File: src/rtl/riscv_v_pkg.sv
`default_nettype none
// ============================================================================
// Module      : riscv_v_pkg
// Description : Shared types and constants for the RISC-V vector CSR block:
//               VS context states, CSR layouts, vsew/vlmul encodings.
// Revision    : 1.0 - initial release
// ============================================================================
package riscv_v_pkg;

    localparam int RISCV_V_VLEN         = 128;
    localparam int RISCV_V_ELEN         = 64;
    localparam int RISCV_V_VL_WIDTH     = $clog2(RISCV_V_VLEN) + 1;
    localparam int RISCV_V_VSTART_WIDTH = $clog2(RISCV_V_VLEN);

    // vlmul encodings
    localparam logic [2:0] RISCV_V_VLMUL_1    = 3'b000;
    localparam logic [2:0] RISCV_V_VLMUL_2    = 3'b001;
    localparam logic [2:0] RISCV_V_VLMUL_4    = 3'b010;
    localparam logic [2:0] RISCV_V_VLMUL_8    = 3'b011;
    localparam logic [2:0] RISCV_V_VLMUL_RSVD = 3'b100;
    localparam logic [2:0] RISCV_V_VLMUL_F8   = 3'b101;
    localparam logic [2:0] RISCV_V_VLMUL_F4   = 3'b110;
    localparam logic [2:0] RISCV_V_VLMUL_F2   = 3'b111;

    // vsew encodings
    localparam logic [2:0] RISCV_V_VSEW_8  = 3'b000;
    localparam logic [2:0] RISCV_V_VSEW_16 = 3'b001;
    localparam logic [2:0] RISCV_V_VSEW_32 = 3'b010;
    localparam logic [2:0] RISCV_V_VSEW_64 = 3'b011;

    typedef enum logic [1:0] {
        RISCV_V_VS_OFF     = 2'd0,
        RISCV_V_VS_INITIAL = 2'd1,
        RISCV_V_VS_CLEAN   = 2'd2,
        RISCV_V_VS_DIRTY   = 2'd3
    } riscv_v_vs_state_e;

    // vs sits at bits [10:9], matching its placement in the status CSR
    typedef struct packed {
        logic [20:0]       rsvd_hi;
        riscv_v_vs_state_e vs;
        logic [8:0]        rsvd_lo;
    } riscv_v_vsstatus_t;

    typedef struct packed {
        logic        vill;
        logic [22:0] rsvd;
        logic        vma;
        logic        vta;
        logic [2:0]  vsew;
        logic [2:0]  vlmul;
    } riscv_v_vtype_t;

    typedef struct packed {
        logic [RISCV_V_VL_WIDTH-1:0] len;
    } riscv_v_vl_t;

    typedef struct packed {
        logic [RISCV_V_VSTART_WIDTH-1:0] index;
    } riscv_v_vstart_t;

    typedef struct packed {
        logic [1:0] rounding_mode;
    } riscv_v_vxrm_t;

    typedef struct packed {
        logic saturate;
    } riscv_v_vxsat_t;

endpackage
`default_nettype wire

File: src/rtl/riscv_v_vlmax_calc.sv
`default_nettype none
// ============================================================================
// Module      : riscv_v_vlmax_calc
// Description : Combinational vtype legality check and VLMAX computation.
//               The vill bit of the input is ignored; only the fields count.
// Revision    : 1.0 - initial release
// ============================================================================
module riscv_v_vlmax_calc
    import riscv_v_pkg::*;
#(
    parameter int VLEN = RISCV_V_VLEN,
    parameter int ELEN = RISCV_V_ELEN
) (
    input  riscv_v_vtype_t               i_vtype,
    output logic                         o_legal,
    output logic [RISCV_V_VL_WIDTH-1:0]  o_vlmax
);

    localparam int                          c_ELEN_LOG2 = $clog2(ELEN);
    localparam logic [RISCV_V_VL_WIDTH-1:0] c_VLEN_VEC  = RISCV_V_VL_WIDTH'(VLEN);

    logic                        w_frac;
    logic [2:0]                  w_frac_shift;
    logic [3:0]                  w_sew_log2;
    logic                        w_illegal;
    logic [RISCV_V_VL_WIDTH-1:0] w_base;
    logic [RISCV_V_VL_WIDTH-1:0] w_scaled;

    // Decode SEW/LMUL as log2 shifts, check legality and scale VLEN/SEW by LMUL
    always_comb begin
        w_frac       = i_vtype.vlmul[2];
        // 111 -> 1, 110 -> 2, 101 -> 3 (right-shift amount for fractional LMUL)
        w_frac_shift = w_frac ? (3'd4 - {1'b0, i_vtype.vlmul[1:0]}) : 3'd0;
        w_sew_log2   = {1'b0, i_vtype.vsew} + 4'd3;

        w_illegal = i_vtype.vsew[2]
                  | (i_vtype.vlmul == RISCV_V_VLMUL_RSVD)
                  | (w_sew_log2 > 4'(c_ELEN_LOG2))
                  | ((w_sew_log2 + {1'b0, w_frac_shift}) > 4'(c_ELEN_LOG2))
                  | (|i_vtype.rsvd);

        w_base   = c_VLEN_VEC >> w_sew_log2;
        w_scaled = w_frac ? (w_base >> w_frac_shift) : (w_base << i_vtype.vlmul[1:0]);

        o_legal  = ~w_illegal;
        o_vlmax  = w_illegal ? '0 : w_scaled;
    end

endmodule
`default_nettype wire

File: src/rtl/riscv_v_csr_file.sv
`default_nettype none
// ============================================================================
// Module      : riscv_v_csr_file
// Description : Architectural storage for the vector CSRs (vsstatus, vtype,
//               vl, vstart, vxrm, vxsat) with vsstatus.VS context tracking.
//               Optional macro RISCV_V_CSR_BYPASS_EN enables same-cycle
//               write-through of committed values onto the ID outputs.
// Revision    : 1.0 - initial release
// ============================================================================
module riscv_v_csr_file
    import riscv_v_pkg::*;
#(
    parameter int VLEN = RISCV_V_VLEN,
    parameter int ELEN = RISCV_V_ELEN
) (
    input  logic                         clk,
    input  logic                         rst_n,
    input  logic                         i_stall,
    input  logic                         i_csr_wr_en_vsstatus_exe,
    input  logic                         i_csr_wr_en_vtype_exe,
    input  logic                         i_csr_wr_en_vl_exe,
    input  logic                         i_csr_wr_en_vstart_exe,
    input  logic                         i_csr_wr_en_vxrm_exe,
    input  logic                         i_csr_wr_en_vxsat_exe,
    input  riscv_v_vsstatus_t            i_csr_wr_data_vsstatus_exe,
    input  riscv_v_vtype_t               i_csr_wr_data_vtype_exe,
    input  riscv_v_vl_t                  i_csr_wr_data_vl_exe,
    input  riscv_v_vstart_t              i_csr_wr_data_vstart_exe,
    input  riscv_v_vxrm_t                i_csr_wr_data_vxrm_exe,
    input  riscv_v_vxsat_t               i_csr_wr_data_vxsat_exe,
    input  logic                         i_vec_dirty_exe,
    output riscv_v_vsstatus_t            o_vsstatus_id,
    output riscv_v_vtype_t               o_vtype_id,
    output riscv_v_vl_t                  o_vl_id,
    output riscv_v_vstart_t              o_vstart_id,
    output riscv_v_vxrm_t                o_vxrm_id,
    output riscv_v_vxsat_t               o_vxsat_id,
    output logic [RISCV_V_VL_WIDTH-1:0]  o_vlmax_id,
    output logic                         o_vs_off_id
);

    riscv_v_vsstatus_t r_vsstatus;
    riscv_v_vtype_t    r_vtype;
    riscv_v_vl_t       r_vl;
    riscv_v_vstart_t   r_vstart;
    riscv_v_vxrm_t     r_vxrm;
    riscv_v_vxsat_t    r_vxsat;

    riscv_v_vsstatus_t w_vsstatus_next;
    riscv_v_vs_state_e w_vs_next;
    riscv_v_vtype_t    w_vtype_next;
    riscv_v_vl_t       w_vl_next;
    riscv_v_vstart_t   w_vstart_next;
    riscv_v_vxrm_t     w_vxrm_next;
    riscv_v_vxsat_t    w_vxsat_next;

    logic w_wr_vsstatus, w_wr_vtype, w_wr_vl, w_wr_vstart, w_wr_vxrm, w_wr_vxsat;
    logic w_ctx_touch;
    logic w_new_legal, w_cur_legal;
    logic [RISCV_V_VL_WIDTH-1:0] w_new_vlmax, w_cur_vlmax, w_cur_vlmax_gated, w_vlmax_eff;

    // Effective commit strobes; a held (stalled) instruction re-presents its writes,
    // and nothing commits or bypasses while reset is asserted
    assign w_wr_vsstatus = i_csr_wr_en_vsstatus_exe & ~i_stall & rst_n;
    assign w_wr_vtype    = i_csr_wr_en_vtype_exe    & ~i_stall & rst_n;
    assign w_wr_vl       = i_csr_wr_en_vl_exe       & ~i_stall & rst_n;
    assign w_wr_vstart   = i_csr_wr_en_vstart_exe   & ~i_stall & rst_n;
    assign w_wr_vxrm     = i_csr_wr_en_vxrm_exe     & ~i_stall & rst_n;
    assign w_wr_vxsat    = i_csr_wr_en_vxsat_exe    & ~i_stall & rst_n;

    assign w_ctx_touch = w_wr_vtype | w_wr_vl | w_wr_vstart | w_wr_vxrm | w_wr_vxsat
                       | (i_vec_dirty_exe & ~i_stall & rst_n);

    riscv_v_vlmax_calc #(.VLEN(VLEN), .ELEN(ELEN)) u_calc_new (
        .i_vtype (i_csr_wr_data_vtype_exe),
        .o_legal (w_new_legal),
        .o_vlmax (w_new_vlmax)
    );

    riscv_v_vlmax_calc #(.VLEN(VLEN), .ELEN(ELEN)) u_calc_cur (
        .i_vtype (r_vtype),
        .o_legal (w_cur_legal),
        .o_vlmax (w_cur_vlmax)
    );

    // A stored illegal vtype is all-zero fields with vill set, which the
    // calculator alone would read as legal, so vill gates the result here
    assign w_cur_vlmax_gated = (w_cur_legal && !r_vtype.vill) ? w_cur_vlmax : '0;

    // vl clamps against the vtype being committed alongside it, if any
    assign w_vlmax_eff = w_wr_vtype ? w_new_vlmax : w_cur_vlmax_gated;

    // Next-state for vtype (legality applied) and vl (clamp, or forced 0 on illegal vtype)
    always_comb begin
        w_vtype_next = r_vtype;
        if (w_wr_vtype) begin
            if (w_new_legal) begin
                w_vtype_next      = i_csr_wr_data_vtype_exe;
                w_vtype_next.vill = 1'b0;
            end else begin
                w_vtype_next      = '0;
                w_vtype_next.vill = 1'b1;
            end
        end

        w_vl_next = r_vl;
        if (w_wr_vtype && !w_new_legal) begin
            w_vl_next.len = '0;
        end else if (w_wr_vl) begin
            w_vl_next.len = (i_csr_wr_data_vl_exe.len > w_vlmax_eff)
                          ? w_vlmax_eff : i_csr_wr_data_vl_exe.len;
        end
    end

    // Next-state for the simple CSRs
    always_comb begin
        w_vstart_next = w_wr_vstart ? i_csr_wr_data_vstart_exe : r_vstart;
        w_vxrm_next   = w_wr_vxrm   ? i_csr_wr_data_vxrm_exe   : r_vxrm;
        w_vxsat_next  = w_wr_vxsat  ? i_csr_wr_data_vxsat_exe  : r_vxsat;
    end

    // VS context state machine: explicit write wins, otherwise any vector activity dirties
    always_comb begin
        w_vs_next = r_vsstatus.vs;
        unique case (r_vsstatus.vs)
            RISCV_V_VS_OFF:     w_vs_next = RISCV_V_VS_OFF;
            RISCV_V_VS_INITIAL,
            RISCV_V_VS_CLEAN,
            RISCV_V_VS_DIRTY:   if (w_ctx_touch) w_vs_next = RISCV_V_VS_DIRTY;
            default:            w_vs_next = r_vsstatus.vs;
        endcase

        w_vsstatus_next = r_vsstatus;
        if (w_wr_vsstatus) begin
            w_vsstatus_next = i_csr_wr_data_vsstatus_exe;
        end else begin
            w_vsstatus_next.vs = w_vs_next;
        end
    end

    // CSR state registers; async reset discards any in-flight write
    always_ff @(posedge clk or negedge rst_n) begin
        if (!rst_n) begin
            r_vsstatus    <= '0;
            r_vsstatus.vs <= RISCV_V_VS_INITIAL;
            r_vtype       <= '0;
            r_vtype.vill  <= 1'b1;
            r_vl          <= '0;
            r_vstart      <= '0;
            r_vxrm        <= '0;
            r_vxsat       <= '0;
        end else begin
            r_vsstatus    <= w_vsstatus_next;
            r_vtype       <= w_vtype_next;
            r_vl          <= w_vl_next;
            r_vstart      <= w_vstart_next;
            r_vxrm        <= w_vxrm_next;
            r_vxsat       <= w_vxsat_next;
        end
    end

`ifdef RISCV_V_CSR_BYPASS_EN
    // Write-through: next values equal the registers whenever nothing commits
    assign o_vsstatus_id = w_wr_vsstatus ? i_csr_wr_data_vsstatus_exe : r_vsstatus;
    assign o_vtype_id    = w_vtype_next;
    assign o_vl_id       = w_vl_next;
    assign o_vstart_id   = w_vstart_next;
    assign o_vxrm_id     = w_vxrm_next;
    assign o_vxsat_id    = w_vxsat_next;
    assign o_vlmax_id    = w_vlmax_eff;
    assign o_vs_off_id   = (o_vsstatus_id.vs == RISCV_V_VS_OFF);
`else
    assign o_vsstatus_id = r_vsstatus;
    assign o_vtype_id    = r_vtype;
    assign o_vl_id       = r_vl;
    assign o_vstart_id   = r_vstart;
    assign o_vxrm_id     = r_vxrm;
    assign o_vxsat_id    = r_vxsat;
    assign o_vlmax_id    = w_cur_vlmax_gated;
    assign o_vs_off_id   = (r_vsstatus.vs == RISCV_V_VS_OFF);
`endif

endmodule
`default_nettype wire

File: config.mk
export PLATFORM = sky130hd
export DESIGN_NAME = riscv_v_csr_file
export DESIGN_NICKNAME = d
export VERILOG_FILES = /design/src/rtl/riscv_v_pkg.sv /design/src/rtl/riscv_v_vlmax_calc.sv /design/src/rtl/riscv_v_csr_file.sv
export SDC_FILE = /design/constraint.sdc
export NUM_CORES = 1
export LEC_CHECK = 0
export ABC_AREA = 0
export CORE_MARGIN = 1
export CORE_UTILIZATION = 48
export DETAILED_ROUTE_END_ITERATION = 7
export PLACE_DENSITY = 0.94
export SYNTH_ARGS = -nofsm -noshare
export SYNTH_HDL_FRONTEND = slang
export SYNTH_SLANG_ARGS = --single-unit
File: constraint.sdc
create_clock -name clk -period 15.4 [get_ports clk]
set_clock_uncertainty 0.2 [all_clocks]
set_input_delay 2.31 -clock clk [delete_from_list [all_inputs] [get_ports clk]]
set_output_delay 2.31 -clock clk [all_outputs]
set_load 0.01 [all_outputs]
==> qor.csv <==
metric,value,unit
status,"finished, final reports clean",
number of synthesized flops with an enable pin,0,
Synth area leaders,"dfrtp_1, mux2_2, ha_1, and2_1, nor4_1",
Worst Hold Class,flop to flop,
Initial Util,50.4,%
Fmax,120,MHz
Clock Latency Late Sink,0.35,ns
Detailed Route WL,14300,µm
clock buffer depth,2,
grt total ovfl,0,
CTS Sinks,82,
CP Launch Type,input pin,
initial antenna violation count,0,
Synth cell types,62,
Synth area leader,dfrtp_1,
largest net degree at the start of global routing,71,
synth warn,0,
post_cts resized,0,
period utilization,54.2,%
H-tree depth,3,
die width,101,µm
DR vias,4458,
Layout area overhead,44.7,%
most numerous cell in the Yosys netlist,dfrtp_1,
CTS tree,yes,
final worst path period need,8.35,ns
DRC Markers,0,
worst IR drop on VDD,0.0000664,V
cells after synthesis,454,
post-DR wirelength/cell,18.8,µm
slew margin rel.,16.8,%
Worst-Margin Slew,1.24,ns
first-pass GRT wire length,22500,µm
die height,101,µm
Setup Viol. Count Final,0,
Overall Power,0.560,mW
ANT nets after route,0,
Mapped Area,0.00473,mm²
nature of the critical path endpoint,flop,
Critical Path RT,15.44,ns
Final Hold Fails,0,
Layout Cell Area excl Fill,0.00684,mm²
hpwl dp,10800,µm
clock slew at reported path FFs,0.09,ns
DP Area,0.00660,mm²
"Slew Viols, Final",0,
area of the core,0.00937,mm²
num ports,183,
Max Cap Viol,0,
Yosys top cell area share,42.4,%
Avg Vias per Cell,5.87,
Post-CTS Setup Inserts,0,
ys async rst share,100,%
synthesized flop and latch total,82,
Post-Route Setup TNS,0,ns
crit path DAT,8.39,ns
CTS root buf,clkbuf_8,
die area,0.0102,mm²
Synth top cells by count,"dfrtp_1, mux2_2, and2_1",
"Seq/Total Area, Yosys",43.5,%
final net count,745,
layout cells sized above 1,11.1,%
I/O Buffers,181,
First-pass DRT Iterations,6,
Main synth FF type,dfrtp_1,
Mean Syn Cell Area,10.4,µm²
Syn Nets,574,
leakage,2.86,nW
RSZ-0062 raised after global routing,no,
Rows,35,
CTS Hold Buffers Added,0,
GPL Wtd Cong,0.922,
# diodes,0,
PD cells,81.9,mW/mm²
Crit Path Category,input pin to flop,
vias in the first global route,4562,
1st-iter DRT viols,294,
Worst Path Max Fanout,16,
GRT Overall Usage,28.6,%
Inserted Clock Buffers,9,
==> path summary, 6_finish.rpt <==
| check | from | endpoint | slack (ns) | cells after the start |
|---|---|---|---|---|
| hold / removal | o_vl_id[2] | o_vl_id[2] | 0.29 | 1 |
| setup reg to reg | o_vtype_id[0] | o_vl_id[5] | 9.27 | 16 |
| min in group asynchronous | rst_n | o_vsstatus_id[12] | 1.59 | 1 |
| setup / recovery | i_csr_wr_data_vtype_exe[0] | o_vl_id[5] | 7.05 | 17 |
| hold reg to reg | o_vl_id[2] | o_vl_id[2] | 0.29 | 1 |
| max in group asynchronous | rst_n | o_vtype_id[11] | 12.30 | 2 |
==> per-layer routing <==
| metal | track usage [%] | vias up | wire length, µm |
|---|---|---|---|
| met5 | 0 | - | 0 |
| met4 | 10.9 | 0 | 436 |
| met3 | 6.42 | 48 | 965 |
| met2 | 50.7 | 220 | 7460 |
| met1 | 33.7 | 2169 | 5410 |
| li1 | - | 2021 | - |
==> final cells by class <==
type | count | area, µm²
repair buffers | 183 | 1840
inverters | 22 | 82.6
flip-flops and latches | 82 | 2050
well taps | 129 | 161
clock inverters | 6 | 72.6
fillers | 655 | 2530
clock buffers | 10 | 138
multi-input cells | 327 | 2480
==> per-stage QoR <==
step	util [%]	hold WS, ns	cells	worst slack (ns)
CTS	72.7	0.297	758	7.13
global route	73.0	0.317	759	6.57
finish	73.0	0.293	759	7.05
detailed placement	70.4	0.280	742	6.75
floorplan	-	0.315	454	8.63
global placement	70.4	0.280	742	6.98
==> logic make-up (layout without fill, tap and decap cells) <==
group	after synthesis	after routing	share of synthesized area, %
AND/OR/NAND/NOR	154	154	17.7
AO/OA/AOI/OAI	91	91	14.6
flip-flops	82	82	43.5
multiplexers	50	50	11.7
buffers and inverters	45	221	3.97
adder cells (fa/ha/maj)	28	28	7.73
XOR/XNOR	4	4	0.741
==> state kept, by name (all words and copies together) (netlist names) <==
name	cells
o_vtype_id	32
o_vstart_id	7
o_vl_id	8
o_vxrm_id	2
o_vsstatus_id	32
o_vxsat_id	1
==> placed cells by master (no fill, tap or decap), types with 4 or more instances in the layout <==
master | Yosys | final
nand2_1 | 23 | 23
o22a_1 | 5 | 5
and2_1 | 30 | 30
a32oi_1 | 5 | 5
nand4_1 | 8 | 8
o22ai_1 | 4 | 4
nor2_1 | 27 | 27
a211oi_1 | 5 | 5
inv_1 | 22 | 22
a221o_1 | 4 | 4
o21ai_0 | 9 | 9
nor3_1 | 8 | 8
mux2i_1 | 7 | 7
nand2b_1 | 10 | 10
or4_1 | 4 | 4
a32o_1 | 5 | 5
nand3_1 | 9 | 9
a21oi_1 | 13 | 13
ha_1 | 26 | 26
nor2b_1 | 6 | 6
a211o_1 | 4 | 4
a22oi_1 | 4 | 4
clkbuf_8 | 0 | 10
clkdlybuf4s50_1 | 0 | 180
dfrtp_1 | 80 | 80
nor4_1 | 20 | 20
mux2_2 | 43 | 43
==> power breakdown <==
group	internal [mW]	switching (mW)	leakage [nW]
Combinational	0.0882	0.0589	1.71
Sequential	0.239	0.0130	1.05
Clock	0.0810	0.0799	0.103
==> critical path: stages <==
cell and delay (ns):
clkdlybuf4s50_1 0.87, inv_1 0.23, ha_1 0.44, nand2_1 0.20, inv_1 0.07, ha_1 0.19, a211o_1 0.29, a211o_1 0.26
or4_1 0.61, nor2_1 0.61, a41oi_1 0.28, ha_1 0.36, nand2_1 0.06, o21ai_0 0.13, o31ai_1 1.04, nand2b_1 0.14
a32o_1 0.29
No activity file was read; power rests on OpenSTA's default activity.
